## src/rtl/arm_mem_pkg.sv

```systemverilog
// Shared types and defaults for the IF/MEM single-port memory arbiter.
package arm_mem_pkg;

  typedef enum logic [1:0] {IDLE, BUSY_IF, BUSY_DM, RESP} arb_state_e;

  localparam logic PORT_IF = 1'b0;
  localparam logic PORT_DM = 1'b1;

  localparam int DEF_ADDR_W  = 32;
  localparam int DEF_DATA_W  = 32;
  localparam int DEF_TIMEOUT = 64;
  localparam int DEF_CNT_W   = 7;

endpackage

```

## src/rtl/mem_port_arbiter_rr_pick2.sv

```systemverilog
// Two-way round-robin picker; on a tie the port that was not granted last wins.
module rr_pick2
  import arm_mem_pkg::*;
(
  input  logic [1:0] req,
  input  logic       last,
  output logic [1:0] gnt,
  output logic       gnt_id
);

  logic any;

  always_comb begin
    any    = |req;
    gnt_id = PORT_IF;
    if (req[PORT_DM] && (!req[PORT_IF] || last == PORT_IF)) gnt_id = PORT_DM;
    gnt    = {any & gnt_id, any & ~gnt_id};
  end

endmodule

```

## src/rtl/mem_port_arbiter.sv

```systemverilog
// Serialises IF fetches and MEM data accesses onto one memory port, with a
// watchdog that aborts transactions that never see mem_ack.
module mem_port_arbiter
  import arm_mem_pkg::*;
#(
  parameter int ADDR_W  = DEF_ADDR_W,
  parameter int DATA_W  = DEF_DATA_W,
  parameter int TIMEOUT = DEF_TIMEOUT,
  parameter int CNT_W   = DEF_CNT_W
) (
  input  logic              clk,
  input  logic              rst,
  input  logic              if_req,
  input  logic [ADDR_W-1:0] if_addr,
  output logic [DATA_W-1:0] if_rdata,
  output logic              if_ready,
  input  logic              dm_rd_en,
  input  logic              dm_wr_en,
  input  logic [ADDR_W-1:0] dm_addr,
  input  logic [DATA_W-1:0] dm_wdata,
  output logic [DATA_W-1:0] dm_rdata,
  output logic              dm_ready,
  output logic              err,
  output logic              freeze,
  output logic              mem_req,
  output logic              mem_we,
  output logic [ADDR_W-1:0] mem_addr,
  output logic [DATA_W-1:0] mem_wdata,
  input  logic [DATA_W-1:0] mem_rdata,
  input  logic              mem_ack
);

  arb_state_e        state_q, state_d;
  logic              last_q, last_d;
  logic [CNT_W-1:0]  cnt_q, cnt_d;
  logic              mem_req_q, mem_req_d, mem_we_q, mem_we_d;
  logic [ADDR_W-1:0] mem_addr_q, mem_addr_d;
  logic [DATA_W-1:0] mem_wdata_q, mem_wdata_d;
  logic [DATA_W-1:0] if_rdata_q, if_rdata_d, dm_rdata_q, dm_rdata_d;
  logic              if_ready_q, if_ready_d, dm_ready_q, dm_ready_d;
  logic              err_q, err_d;

  logic [1:0]        req, gnt;
  logic              gnt_id;
  logic              rsp_go, rsp_err;
  logic [DATA_W-1:0] rsp_data;

  assign req[PORT_IF] = if_req;
  assign req[PORT_DM] = dm_rd_en | dm_wr_en;

  rr_pick2 u_pick (
    .req    (req),
    .last   (last_q),
    .gnt    (gnt),
    .gnt_id (gnt_id)
  );

  always_comb begin
    state_d     = state_q;
    last_d      = last_q;
    cnt_d       = cnt_q;
    mem_req_d   = mem_req_q;
    mem_we_d    = mem_we_q;
    mem_addr_d  = mem_addr_q;
    mem_wdata_d = mem_wdata_q;
    if_rdata_d  = if_rdata_q;
    dm_rdata_d  = dm_rdata_q;
    if_ready_d  = if_ready_q;
    dm_ready_d  = dm_ready_q;
    err_d       = err_q;
    rsp_go      = 1'b0;
    rsp_err     = 1'b0;
    rsp_data    = '0;

    case (state_q)
      IDLE: if (|gnt) begin
        last_d    = gnt_id;
        cnt_d     = '0;
        mem_req_d = 1'b1;
        if (gnt_id == PORT_DM) begin
          state_d     = BUSY_DM;
          mem_we_d    = dm_wr_en;
          mem_addr_d  = dm_addr;
          mem_wdata_d = dm_wdata;
        end else begin
          state_d     = BUSY_IF;
          mem_we_d    = 1'b0;
          mem_addr_d  = if_addr;
          mem_wdata_d = '0;
        end
      end
      BUSY_IF, BUSY_DM: begin
        if (mem_ack) begin
          rsp_go = 1'b1;
        end else if (cnt_q == CNT_W'(TIMEOUT - 1)) begin
          rsp_go  = 1'b1;
          rsp_err = 1'b1;
        end else begin
          cnt_d = cnt_q + CNT_W'(1);
        end
      end
      RESP: begin
        state_d    = IDLE;
        if_ready_d = 1'b0;
        dm_ready_d = 1'b0;
        err_d      = 1'b0;
      end
      default: state_d = IDLE;
    endcase

    // Writes and aborted accesses return zero data.
    if (rsp_go) begin
      rsp_data  = (mem_we_q || rsp_err) ? '0 : mem_rdata;
      state_d   = RESP;
      mem_req_d = 1'b0;
      err_d     = rsp_err;
      if (state_q == BUSY_DM) begin
        dm_ready_d = 1'b1;
        dm_rdata_d = rsp_data;
      end else begin
        if_ready_d = 1'b1;
        if_rdata_d = rsp_data;
      end
    end
  end

  always_ff @(posedge clk or negedge rst) begin
    if (!rst) begin
      state_q     <= IDLE;
      last_q      <= PORT_IF;
      cnt_q       <= '0;
      mem_req_q   <= 1'b0;
      mem_we_q    <= 1'b0;
      mem_addr_q  <= '0;
      mem_wdata_q <= '0;
      if_rdata_q  <= '0;
      dm_rdata_q  <= '0;
      if_ready_q  <= 1'b0;
      dm_ready_q  <= 1'b0;
      err_q       <= 1'b0;
    end else begin
      state_q     <= state_d;
      last_q      <= last_d;
      cnt_q       <= cnt_d;
      mem_req_q   <= mem_req_d;
      mem_we_q    <= mem_we_d;
      mem_addr_q  <= mem_addr_d;
      mem_wdata_q <= mem_wdata_d;
      if_rdata_q  <= if_rdata_d;
      dm_rdata_q  <= dm_rdata_d;
      if_ready_q  <= if_ready_d;
      dm_ready_q  <= dm_ready_d;
      err_q       <= err_d;
    end
  end

  assign mem_req   = mem_req_q;
  assign mem_we    = mem_we_q;
  assign mem_addr  = mem_addr_q;
  assign mem_wdata = mem_wdata_q;
  assign if_rdata  = if_rdata_q;
  assign dm_rdata  = dm_rdata_q;
  assign if_ready  = if_ready_q;
  assign dm_ready  = dm_ready_q;
  assign err       = err_q;

  // The stall drops in the dm_ready cycle so MEM can retire that instruction.
  assign freeze = (dm_rd_en | dm_wr_en) & ~dm_ready_q;

endmodule

```

## config.mk

```make
export PLATFORM = sky130hd
export DESIGN_NAME = mem_port_arbiter
export DESIGN_NICKNAME = d
export VERILOG_FILES = /design/src/rtl/arm_mem_pkg.sv /design/src/rtl/mem_port_arbiter_rr_pick2.sv /design/src/rtl/mem_port_arbiter.sv
export SDC_FILE = /design/constraint.sdc
export NUM_CORES = 1
export LEC_CHECK = 0
export ABC_AREA = 1
export BUFFER_PORTS_ARGS = -buffer_cell sky130_fd_sc_hd__buf_4
export CORE_MARGIN = 4
export CORE_UTILIZATION = 41
export DETAILED_ROUTE_END_ITERATION = 8
export HOLD_SLACK_MARGIN = 0.03
export MAX_ROUTING_LAYER = met4
export PLACE_DENSITY = 0.83
export RECOVER_POWER = 100
export SETUP_SLACK_MARGIN = 0.05
export SYNTH_ARGS = -nofsm -noshare
export SYNTH_HDL_FRONTEND = slang
export SYNTH_SLANG_ARGS = --single-unit
```

## constraint.sdc

```tcl
create_clock -name clk -period 2.3 [get_ports clk]
set_clock_uncertainty 0.2 [all_clocks]
set_input_delay 0.46 -clock clk [delete_from_list [all_inputs] [get_ports clk]]
set_output_delay 0.46 -clock clk [all_outputs]
set_load 0.02 [all_outputs]
```

# After elaboration in Yosys (flattened, before gate mapping)
# Index checks and enable logic that the tools add are counted.
op_classes:
  muxes: 29
  bitwise: 8
  eq_ne: 8
  reduce_logical: 19
  add_sub_neg: 1
ops:
  columns: ["operator", "count"]
  rows:
  - ["2-to-1 mux 32 bit", 3]
  - ["2-to-1 mux 7 bit", 3]
  - ["2-to-1 mux 1 bit", 18]
  - ["one-hot mux 7 bit (2 select lines)", 1]
  - ["AND reduction 2 bit", 5]
  - ["nonzero test 2 bit", 4]
  - ["adder 7 x 1 -> 7 bit (second input constant)", 1]
  - ["equality test 7 x 6 -> 1 bit (second input constant)", 1]
  - ["2-to-1 mux 2 bit", 3]
  - ["inequality test 2 bit (second input constant)", 3]
  - ["OR reduction 2 bit", 3]
  - ["equality test 2 bit (second input constant)", 2]
  - ["NOT 1 bit", 4]
  - ["one-hot mux 2 bit (2 select lines)", 1]
  - ["AND reduction 4 bit", 1]
  - ["bitwise AND 1 bit", 3]
  - ["inequality test 3 bit (second input constant)", 1]
  - ["nonzero test 3 bit", 1]
  - ["equality test 2 x 1 -> 1 bit (second input constant)", 1]
  - ["logical NOT 2 bit", 1]
  - ["logical OR 1 bit", 2]
  - ["logical AND 1 bit", 1]
  - ["logical NOT 1 bit", 1]
  - ["bitwise OR 1 bit", 1]
totals:
  output_inout_bits: 134
  inputBits: 134
  ff_bits: 143
  word_cells: 77

# Longest topological paths before layout
logic_depth:
  word_depth: 10
  mapped_depth: 11

# By module
# From an unflattened synthesis, not the netlist that was laid out.
hier_totals:
  hier_cells: 594
  area_unflattened_um2: 5855.6
modules_own_cells:
  columns: ["mod", "area_per_inst_um2", "n_inst", "seq_area_each_um2", "cells_per_inst"]
  rows:
  - ["mem_port_arbiter", 5829.3, 1, 3578.4, 588]
  - ["rr_pick2", 26.3, 1, 0.0, 6]

# Worst setup path before layout
# No wires, ideal clock.
synth_path:
  path_type: "register to register"
  from: "register state_q[1]"
  to: "register dm_rdata_q[10], in the netlist dm_rdata[10]"
  synth_period_minus_slack_ps: 1833
  path_buffers: 2
  path_stages_with_launch: 12
  required_time_ps: 1968
  arrival_ps: 1501
  setup_slack_ps: 467
  cell_sequence: "dfrtp_1 > inv_1 > ha_1 > inv_2 > nor2_4 > nand3_4 > nand2_4 > nand2_2 > buf_6 > buf_6 > nand2_1 > o21ai_1"
synth_via:
  elab_chain_len: 5
  elab_cells_between_ends: 8
  classes_between: "2 x eq/ne; 3 x mux; 3 x reduce/logical"
synth_rtl:
  columns: ["element", "line_no", "rtl"]
  rows:
  - ["start: declaration", "mem_port_arbiter.sv:33", "arb_state_e state_q, state_d;"]
  - ["start signal: assignment", "mem_port_arbiter.sv:142", "state_q <= state_d;"]
  - ["equality test 2 bit or equality test 2 x 1 -> 1 bit (tied branches)", "mem_port_arbiter.sv:75, mem_port_arbiter.sv:117", null]
  - ["OR reduction 2 bit", "mem_port_arbiter.sv:75", "case (state_q)"]
  - ["2-to-1 mux 1 bit", "mem_port_arbiter.sv:75", null]
  - ["logical OR 1 bit", "mem_port_arbiter.sv:113", "rsp_data = (mem_we_q || rsp_err) ? '0 : mem_rdata;"]
  - ["2-to-1 mux 32 bit", "mem_port_arbiter.sv:113", null]
  - ["end signal: assignment", "mem_port_arbiter.sv:150", "dm_rdata_q <= dm_rdata_d;"]
  - ["end: declaration", "mem_port_arbiter.sv:39", "logic [DATA_W-1:0] if_rdata_q, if_rdata_d, dm_rdata_q, dm_rdata_d;"]
# Several ways; a longest one is shown, not always the timed one.
# A chain may end at the register's enable or synchronous reset.

# Worst setup path after layout
layout_path:
  from: "register state_q[1]"
  to: "register dm_rdata_q[5], in the netlist dm_rdata[5]"
# The elaborated chain is that of the path after synthesis.

==> results.md <==
* Outcome: finished clean
* Grt total ovfl at 0
* Leakage power total at about 4.1 nW
* Synth cell types at 26
* Critical Path Sink Type: register
* GRT Total Usage at around 22%
* Synth area leaders: dfrtp_1 59%, nand2_1 12%, o21ai_1 6.5%
* Post-route minimum period at about 2.1 ns
* Die Ht at ~130 µm
* Clk pwr share at a little over a fifth
* Finished Core Util at between 50% and 60%
* Synth top area share at 59.0%
* First-pass GRT wire length at about 28000 µm
* Ys flop type: dfrtp_1
* Synth-to-layout area growth at 37.0%
* Share of cells above drive strength 1 at between 20% and 30%
* Num CTS Buffers at 17
* CP required at ~2.4 ns
* Int Pwr at 0.00668 W
* Final HPWL DP at around 13000 µm
* Fmax at around 470 MHz
* Root Buffer: clkbuf_16
* Input/output buffers at 267
* Wirelength, routed at between 15000 and 20000 µm
* Comb pwr share at 43.1%
* # IOs at between 200 and 300
* Clock Tree Buf Depth at 2
* Wire per inst at roughly 16 µm
* Initial DRT Pass Iterations at 5
* Final Cell Area at 0.00831 mm²
* Peak supply drop at 0.000656 V
* CTS tree: built
* Die ar. at between 0.015 and 0.02 mm²
* Iter 0 DRT Violations at 357
* Worst setup SP type: register
* Cell taking the most area after synthesis: dfrtp_1
* Routed Antenna Nets at 0
* Synth Register Bits at about 140
* Core area at between 0.01 and 0.015 mm²
* Via Count at approximately 5800
* Slew @ Worst Pin at ~0.85 ns
* Pwr Density at roughly 1500 mW/mm²
* Max-slew violations at 0
* Register area share after synthesis at between 50% and 60%
* Final Hold Slack at 0.0673 ns
* Clock Latency Late Sink at a little over 0.4 ns
* Clock slew at reported path FFs at 0.06 ns
* DP Area at 0.00821 mm²
* Cell with the most instances after synthesis: nand2_1
* Post-route DRC at 0
* Syn Nets at 811
* Hold Crit Class: in2reg
* Fin cells at approximately 1100
* Hold Fails Final Rpt at 0
* Initial Utilization at about two fifths
* Largest net degree at the start of global routing at between 60 and 70
* EDFF count, synth at 0
* Crit-path max FO at 32
* Die Span X at ~130 µm
* Setup TNS at 0 ns
* Filler cells at roughly 1400
* Vias per inst at approximately 5
* RSZ-0062 raised after global routing: false
* Nets at 1071
* Post-Syn Area at 0.00606 mm²
* Final worst-path cycle share at roughly 93%
* Reg power frac at between 30% and 40%
* Slew headroom at 43.5%
* Gate Count Post-Synth at about 670
* Placed insts at about 1100
* Final setup vio count at 0
* Max Cap Viol at 0
* Number of global-route vias before repair at 5613
* Switching Share at approximately 45%
* Clock Sinks at ~140
* Average cell area after synthesis at around 9.0 µm²
* Net switching power at ~0.0054 W
* WS Path Type: reg2reg
* GPL Wtd Cong at 0.822
* ANT cells at 0
* Most frequent cells after synthesis: 198 x nand2_1, 143 x dfrtp_1, 79 x o21ai_1, 68 x nand3_1, 58 x o21ai_0
* Ys Warns at 0
* Number of H-tree levels at 4
* Worst EP arrival at 2.22 ns
* Synth async-reset ratio at between 90% and 100%
* FP Rows at 44
* Antenna violations before repair at 0
==> metal layers <==
layer	vias up	wire length (µm)	global-route usage (%)
li1	2725	-	-
met1	2776	7570	27.5
met2	236	9160	34.5
met3	26	1530	7.09
met4	0	375	6.78
met5	-	0	-
==> registers in the layout, indices dropped and copies added, names as in the netlist <==
register and count:
cnt_q 7, dm_rdata 32, dm_ready 1, err 1, if_rdata 32, if_ready 1
last_q 1, mem_addr 32, mem_req 1, mem_wdata 32, mem_we 1, state_q 2
==> repair_timing <==
| item | CTS | global route |
|---|---|---|
| setup endpoints to repair | 0 | 126 |
| hold buffers | 1 | 0 |
| endpoints found under the hold margin | 28 | 0 |
| buffers inserted | 0 | 2 |
| resized for setup | 0 | 2 |
==> power by group through the flow <==
stage | sequential (W) | clock (W) | combinational, W
floorplan | 0.00541 | 0 | 0.00242
global placement | 0.00426 | 0 | 0.00595
detailed placement | 0.00426 | 0 | 0.00612
CTS | 0.00425 | 0.00271 | 0.00613
global route | 0.00435 | 0.00283 | 0.00579
finish | 0.00424 | 0.00265 | 0.00523
==> critical path: stages (launching register included) <==
cell and delay (ns):
dfrtp_1 0.43, inv_1 0.07, ha_1 0.36, inv_2 0.12
nor2_4 0.14, nand3_4 0.11, nand2_8 0.12, nand2_2 0.10
buf_6 0.20, nand2_1 0.07, o21ai_0 0.08
==> layout by cell type (no fill, tap or decap), types with 3 or more instances in the layout <==
cell type / n
nand3_1: 68
inv_2: 4
nor2_2: 3
nor2_1: 41
nand2_2: 3
clkinvlp_4: 6
o21ai_1: 11
clkbuf_2: 3
ha_1: 4
buf_12: 5
clkbuf_16: 17
buf_4: 140
dfrtp_1: 143
clkinv_2: 4
o21ai_0: 126
clkbuf_1: 135
inv_1: 15
nand2_1: 198
==> worst paths after layout <==
kind                       cells past startpoint             to   startpoint  slack, ns
max in group asynchronous                      3       cnt_q[4]          rst       0.42
hold reg to reg                                2         last_q       last_q       0.27
setup reg to reg                              10    dm_rdata[5]   state_q[1]       0.16
min in group asynchronous                      2  mem_wdata[14]          rst       0.49
hold / removal                                 3   mem_wdata[0]  dm_wdata[0]       0.07
setup / recovery                              10    dm_rdata[5]   state_q[1]       0.16
==> cells by family after synthesis <==
group,share of synthesized area (%)
buf+inv,5.76
simple gates,22.6
xor+xnor,0.289
flops,59.0
compound gates,11.5
fa+ha+maj,0.825
==> metrics by stage <==
step	total power, W	setup slack, ns
after global routing	0.0130	0.0180
final	0.0121	0.157
after floorplan	0.00783	0.467
after CTS	0.0131	0.119
after global placement	0.0102	0.204
after detailed placement	0.0104	0.127
==> final cells by class <==
type,instances,area (µm²),area share (%)
repair buffers,285,1700,20.5
clock buffers,18,429,5.17
well taps,184,230,2.77
clock inverters,14,143,1.72
multi-input cells,467,2150,25.9
inverters,19,71.3,0.858
flip-flops and latches,143,3580,43.1
Note: power is estimated with default switching activity, not from simulation.
